### config.mk
export PLATFORM = sky130hd
export DESIGN_NAME = jtag_master
export DESIGN_NICKNAME = d
export VERILOG_FILES = /design/src/rtl/jtag_master.sv
export SDC_FILE = /design/constraint.sdc
export NUM_CORES = 1
export LEC_CHECK = 0
export BUFFER_PORTS_ARGS = -buffer_cell sky130_fd_sc_hd__buf_2
export CORE_MARGIN = 2
export CORE_UTILIZATION = 46
export DETAILED_ROUTE_END_ITERATION = 10
export HOLD_SLACK_MARGIN = 0.08
export MAX_ROUTING_LAYER = met4
export PLACE_DENSITY = 0.64
export SYNTH_ARGS = -nofsm -noshare
export SYNTH_HDL_FRONTEND = slang
export SYNTH_SLANG_ARGS = --single-unit
### constraint.sdc
create_clock -name clk -period 1.8 [get_ports clk]
set_input_delay 0.09 -clock clk [delete_from_list [all_inputs] [get_ports clk]]
set_output_delay 0.09 -clock clk [all_outputs]
set_load 0.01 [all_outputs]
### src/rtl/jtag_master.sv
// JTAG master: resets the target TAP, then runs one IR scan + DR scan per command.
// Optional JTAG_MASTER_IR_SKIP_EN skips the IR scan when the instruction matches the last one loaded.
module jtag_master #(
  parameter int IR_WIDTH = 8,
  parameter int DR_WIDTH = 8,
  parameter int TCK_DIV  = 2
) (
  input  logic                clk,
  input  logic                rst_n,
  input  logic                cmd_valid,
  output logic                cmd_ready,
  input  logic [IR_WIDTH-1:0] cmd_ir,
  input  logic [DR_WIDTH-1:0] cmd_dr,
  output logic                rsp_valid,
  output logic [DR_WIDTH-1:0] rsp_dr,
  output logic                tck,
  output logic                tms,
  output logic                tdi,
  input  logic                tdo
);
  localparam int CW = 7;
  localparam int DW = (TCK_DIV > 1) ? $clog2(TCK_DIV) : 1;
  localparam logic [DW-1:0] DIV_LAST = DW'(TCK_DIV - 1);
  localparam logic [CW-1:0] IR_LAST  = CW'(IR_WIDTH - 1);
  localparam logic [CW-1:0] DR_LAST  = CW'(DR_WIDTH - 1);
  localparam logic [CW-1:0] TLR_ONES = CW'(5);
  localparam logic [IR_WIDTH-1:0] IR_ONE = IR_WIDTH'(1);
  localparam logic [DR_WIDTH-1:0] DR_ONE = DR_WIDTH'(1);

  typedef enum logic [3:0] {
    TLR_SEQ, RTI, SEL_DR, SEL_IR, CAP_IR, SHIFT_IR, EXIT1_IR, UPD_IR,
    CAP_DR, SHIFT_DR, EXIT1_DR, UPD_DR
  } state_e;

  state_e              state_q, state_d;
  logic [DW-1:0]       div_q, div_d;
  logic [CW-1:0]       cnt_q, cnt_d;
  logic                tck_q, tck_d, tms_q, tms_d, tdi_q, tdi_d;
  logic [IR_WIDTH-1:0] ir_q, ir_d;
  logic [DR_WIDTH-1:0] dr_q, dr_d, cap_q, cap_d, rsp_q, rsp_d;
  logic                rsp_vld_q, rsp_vld_d, rdy_q, rdy_d, busy_q, busy_d;
  logic                irdone_q, irdone_d, done_q, done_d, cdone_q, cdone_d;
`ifdef JTAG_MASTER_IR_SKIP_EN
  logic [IR_WIDTH-1:0] last_ir_q, last_ir_d;
  logic                last_vld_q, last_vld_d;
`endif

  logic accept, start, running, tc, rise, fall, ir_bit, dr_bit;

  assign accept  = cmd_valid && rdy_q;
  assign start   = accept || busy_q;
  // The divider parks with tck low while idle in Run-Test/Idle.
  assign running = tck_q || (state_q != RTI) || busy_q;
  assign tc      = (div_q == DIV_LAST);
  assign rise    = running && tc && !tck_q;
  assign fall    = running && tc && tck_q;
  assign ir_bit  = |(ir_q & (IR_ONE << cnt_q));
  assign dr_bit  = |(dr_q & (DR_ONE << cnt_q));

  always_comb begin
    state_d   = state_q;
    div_d     = div_q;
    cnt_d     = cnt_q;
    tck_d     = tck_q;
    tms_d     = tms_q;
    tdi_d     = tdi_q;
    ir_d      = ir_q;
    dr_d      = dr_q;
    cap_d     = cap_q;
    rsp_d     = rsp_q;
    rsp_vld_d = 1'b0;
    rdy_d     = rdy_q;
    busy_d    = busy_q;
    irdone_d  = irdone_q;
    done_d    = 1'b0;
    cdone_d   = 1'b0;
`ifdef JTAG_MASTER_IR_SKIP_EN
    last_ir_d  = last_ir_q;
    last_vld_d = last_vld_q;
`endif

    if (running) div_d = tc ? '0 : div_q + DW'(1);
    if (rise || fall) tck_d = ~tck_q;

    if (accept) begin
      rdy_d  = 1'b0;
      busy_d = 1'b1;
      ir_d   = cmd_ir;
      dr_d   = cmd_dr;
`ifdef JTAG_MASTER_IR_SKIP_EN
      irdone_d = last_vld_q && (cmd_ir == last_ir_q);
`else
      irdone_d = 1'b0;
`endif
      // Idle with tck parked low: present tms=1 now so the first rise leaves RTI.
      if (!tck_q) tms_d = 1'b1;
    end

    // Falling edge: drive tms/tdi for the upcoming TCK cycle.
    if (fall) begin
      tdi_d = 1'b0;
      unique case (state_q)
        TLR_SEQ:  tms_d = (cnt_q < TLR_ONES);
        RTI:      tms_d = start;
        SEL_DR:   tms_d = !irdone_q;
        SHIFT_IR: begin tms_d = (cnt_q == IR_LAST); tdi_d = ir_bit; end
        SHIFT_DR: begin tms_d = (cnt_q == DR_LAST); tdi_d = dr_bit; end
        EXIT1_IR, UPD_IR, EXIT1_DR: tms_d = 1'b1;
        default:  tms_d = 1'b0;
      endcase
    end

    // Rising edge: follow the target TAP and sample tdo.
    if (rise) begin
      unique case (state_q)
        TLR_SEQ: begin
          cnt_d = cnt_q + CW'(1);
          if (!tms_q) begin state_d = RTI; cnt_d = '0; done_d = 1'b1; end
        end
        RTI:      if (tms_q) state_d = SEL_DR;
        SEL_DR:   state_d = tms_q ? SEL_IR : CAP_DR;
        SEL_IR:   state_d = CAP_IR;
        CAP_IR:   begin state_d = SHIFT_IR; cnt_d = '0; end
        SHIFT_IR: begin
          cnt_d = cnt_q + CW'(1);
          if (tms_q) begin state_d = EXIT1_IR; cnt_d = '0; end
        end
        EXIT1_IR: state_d = UPD_IR;
        UPD_IR: begin
          state_d  = SEL_DR;
          irdone_d = 1'b1;
`ifdef JTAG_MASTER_IR_SKIP_EN
          last_ir_d  = ir_q;
          last_vld_d = 1'b1;
`endif
        end
        CAP_DR:   begin state_d = SHIFT_DR; cnt_d = '0; end
        SHIFT_DR: begin
          cap_d = DR_WIDTH'({tdo, cap_q} >> 1);
          cnt_d = cnt_q + CW'(1);
          if (tms_q) begin state_d = EXIT1_DR; cnt_d = '0; end
        end
        EXIT1_DR: state_d = UPD_DR;
        UPD_DR: begin
          state_d = RTI;
          busy_d  = 1'b0;
          done_d  = 1'b1;
          cdone_d = 1'b1;
        end
        default:  state_d = TLR_SEQ;
      endcase
    end

    if (done_q) begin
      rdy_d = 1'b1;
      if (cdone_q) begin rsp_vld_d = 1'b1; rsp_d = cap_q; end
    end
  end

  always_ff @(posedge clk or negedge rst_n) begin
    if (!rst_n) begin
      state_q   <= TLR_SEQ;
      div_q     <= '0;
      cnt_q     <= '0;
      tck_q     <= 1'b0;
      tms_q     <= 1'b1;
      tdi_q     <= 1'b0;
      ir_q      <= '0;
      dr_q      <= '0;
      cap_q     <= '0;
      rsp_q     <= '0;
      rsp_vld_q <= 1'b0;
      rdy_q     <= 1'b0;
      busy_q    <= 1'b0;
      irdone_q  <= 1'b0;
      done_q    <= 1'b0;
      cdone_q   <= 1'b0;
    end else begin
      state_q   <= state_d;
      div_q     <= div_d;
      cnt_q     <= cnt_d;
      tck_q     <= tck_d;
      tms_q     <= tms_d;
      tdi_q     <= tdi_d;
      ir_q      <= ir_d;
      dr_q      <= dr_d;
      cap_q     <= cap_d;
      rsp_q     <= rsp_d;
      rsp_vld_q <= rsp_vld_d;
      rdy_q     <= rdy_d;
      busy_q    <= busy_d;
      irdone_q  <= irdone_d;
      done_q    <= done_d;
      cdone_q   <= cdone_d;
    end
  end

`ifdef JTAG_MASTER_IR_SKIP_EN
  always_ff @(posedge clk or negedge rst_n) begin
    if (!rst_n) begin
      last_ir_q  <= '0;
      last_vld_q <= 1'b0;
    end else begin
      last_ir_q  <= last_ir_d;
      last_vld_q <= last_vld_d;
    end
  end
`endif

  assign cmd_ready = rdy_q;
  assign rsp_valid = rsp_vld_q;
  assign rsp_dr    = rsp_q;
  assign tck       = tck_q;
  assign tms       = tms_q;
  assign tdi       = tdi_q;
endmodule

==> flow_summary.toml <==
[cells_and_area]
postLayoutCellArea_um2 = 3153
drive_above_1_share_pct = 33.46
instances_no_fill = 344
regArea_um2 = 1329
nFillCells = 466
syn_to_final_growth_pct = 23.59
multi_input_area_um2 = 1157
antenna-diode-count = 0
nets = 292

[timing]
worst_pin_slew_ns = 0.5253
min_period_ns = 1.724
finalSetupTns_ns = 0
fmax_mhz = 580.1
rsz0062_at_grt = "no"
fin_skew_ns = 0.005768
finalHoldViolCount = 0
slew_headroom_pct = 64.98
post-route-period-util_pct = 95.76
drv_slew = 0
setup_viol = 0

[placement]
gp_congestion = 0.8187
placedCellCount = 317
io_buffers = 32
hpwlAfterDp_um = 3509
place_area_um2 = 2828

[global_route]
track_usage_pct = 19.10
antenna_found_initial = 0
grt_max_degree = 32
grt_pass1_vias = 1891
grt_pass1_wl_um = 8983
overflow = 0

[yosys]
ys_ff_latch = 53
synth.avg_cell_area_um2 = 11.87
synth_top_area_cell = "dfrtp_1"
postSynthCellCount = 215
ys_seq_area_share_pct = 52.04
ys.flop_type = "dfrtp_1"
yosysWarnings = 0
synth_area_leaders = "dfrtp_1, mux2_2, mux2_4"
syn_area_um2 = 2551
synthArstFlopShare_pct = 100.0
synth_top_area_share_pct = 51.01
yosysUniqueCellTypes = 49
syn_nets = 236
synth_edf_count = 0

[clocking]
clock_sinks = 53
clk_pin_slew_ns = 0.10
max-clock-path-buffers = 2
cts_setup_buffers = 0
cts_max_level = 2
cts_tree = "yes"
numCtsBuffers = 5
clockRootBuffer = "clkbuf_8"
clk_latency_ns = 0.30

[worst_setup_path]
cp-startpoint = "state_q[2]$_DFFE_PN0P_"
cp-start-kind = "flop"
worst-path-max-fanout = 8
critical_path_class = "flop to flop"
reg2reg_from = "state_q[2]$_DFFE_PN0P_"
crit_required_ns = 1.99
arrival_ns = 1.92
worst_setup_path_end_kind = "flop"

[drt]
first_pass_iters = 4
vias_per_cell = 5.387
ant_nets = 0
wire_per_inst_um = 14.76
dr_total_vias = 1853
drc_errors = 0
routed_wl_um = 5076
initialDrtViolationCount = 148

[floorplan]
die_w_um = 78.47
die_area_um2 = 6158
die_h_um = 78.47
start_util_pct = 46.91
num_rows = 27
coreArea_um2 = 5439
boundaryPins = 33

[outcome]
status = "finished, final reports clean"

[flow_run]
cap_violations = 0

[power]
max-vdd-ir-drop_v = 0.0008578
power_density_nw_per_um2 = 1319
leakage_nw = 1.501

[min_path]
hold_path.class = "primary input to async pin"
==> sequential cells by signal, summed over array words and instances (netlist names), 4 cells and up <==
name / cells
cap_q: 8
rsp_dr: 8
ir_q: 8
state_q: 4
cnt_q: 7
dr_q: 8
==> cell usage in the layout, fill, tap and decap left out, types with 4 or more instances in the layout <==
cell type	n
mux4_2	4
dlygate4sd3_1	19
dfrtp_1	51
nor2_1	7
nand3_1	5
nand2b_1	4
nand2_1	20
buf_2	32
o211ai_1	4
a21oi_1	6
inv_1	7
o21ai_0	7
clkbuf_8	6
a21o_1	4
buf_4	8
mux2_4	8
mux2_2	24
nor3_1	7
==> stage by stage <==
stage	hold WS [ns]	utilization [%]	power [W]	worst slack [ns]
floorplan	-0.2056	-	0.002849	0.1079
global placement	0.1068	51.99	0.003222	0.07866
detailed placement	0.1073	51.99	0.003265	0.06282
CTS	0.2996	57.69	0.004142	0.02156
global route	0.3337	57.97	0.004459	0.003463
finish	0.2793	57.97	0.004158	0.07629
==> final cells by class <==
class / instances / share of cell area (%)
repair buffers: 60 / 13.65
multi-input cells: 144 / 36.71
inverters: 7 / 0.8333
clock inverters: 2 / 1.190
clock buffers: 6 / 2.619
well taps: 72 / 2.857
flip-flops and latches: 53 / 42.14
==> power by group <==
part	leakage [nW]	internal [W]	total [W]	switching, W
Sequential	0.682	0.00152	0.00180	0.000280
Clock	0.0574	0.000453	0.000846	0.000393
Combinational	0.761	0.000741	0.00151	0.000772
==> cells by family after synthesis <==
logic type / count (synthesis) / share of synthesized area, %
multiplexers: 38 / 19.62
AND/OR/NAND/NOR: 57 / 11.23
XOR/XNOR: 2 / 0.6867
buffers and inverters: 18 / 3.139
flip-flops: 53 / 52.04
adder cells (fa/ha/maj): 1 / 0.4904
AO/OA/AOI/OAI: 46 / 12.80
==> path summary, 6_finish.rpt <==
check / endpoint / slack, ns / cells past startpoint
hold / removal: rsp_dr[0]$_DFFE_PN0P_ / 0.28 / 2
min in group clk: cmd_ready$_DFFE_PN0P_ / 0.48 / 1
setup reg to reg: cap_q[4]$_DFFE_PN0P_ / 0.08 / 3
setup / recovery: cap_q[4]$_DFFE_PN0P_ / 0.08 / 3
hold reg to reg: cmd_ready$_DFFE_PN0P_ / 0.48 / 1
max in group asynchronous: tms$_DFFE_PN1P_ / 0.90 / 3
==> synthesized netlist by cell type, types with 2 or more instances <==
master and count:
nor2b_1 2, nand3_1 5, a31oi_1 2, a21o_1 4
o31ai_1 2, o211ai_1 4, nor4_1 3, nor3_1 7
o21ai_0 7, o22ai_1 2, buf_2 7, clkbuf_1 3
mux4_2 4, mux2_2 24, inv_1 7, a22o_1 2
dfrtp_1 52, o21ai_1 3, mux2i_1 2, a21oi_1 7
nor2_1 7, o2111ai_1 2, mux2_4 8, nand2_1 20
nand2b_1 4, a2bb2oi_1 2
==> critical path, stage by stage (launching register included) <==
cell and delay [ns]:
dfrtp_1 0.46, nand2b_1 0.19, or3_1 0.60, mux2_4 0.37
==> per-layer routing <==
layer / GRT usage, % / routed length, um / part of all wire (%)
met5: - / 0 / 0
met1: 25.38 / 2342 / 46
met3: 3.563 / 178 / 3.5
met4: 7.368 / 67 / 1.3
met2: 29.31 / 2487 / 49
==> what timing repair did <==
item,in CTS,in global routing
hold buffers,19,0
setup endpoints to repair,0,7
resized for setup,0,5
hold endpoints to repair,40,0
(Power assumes the default switching activity.)
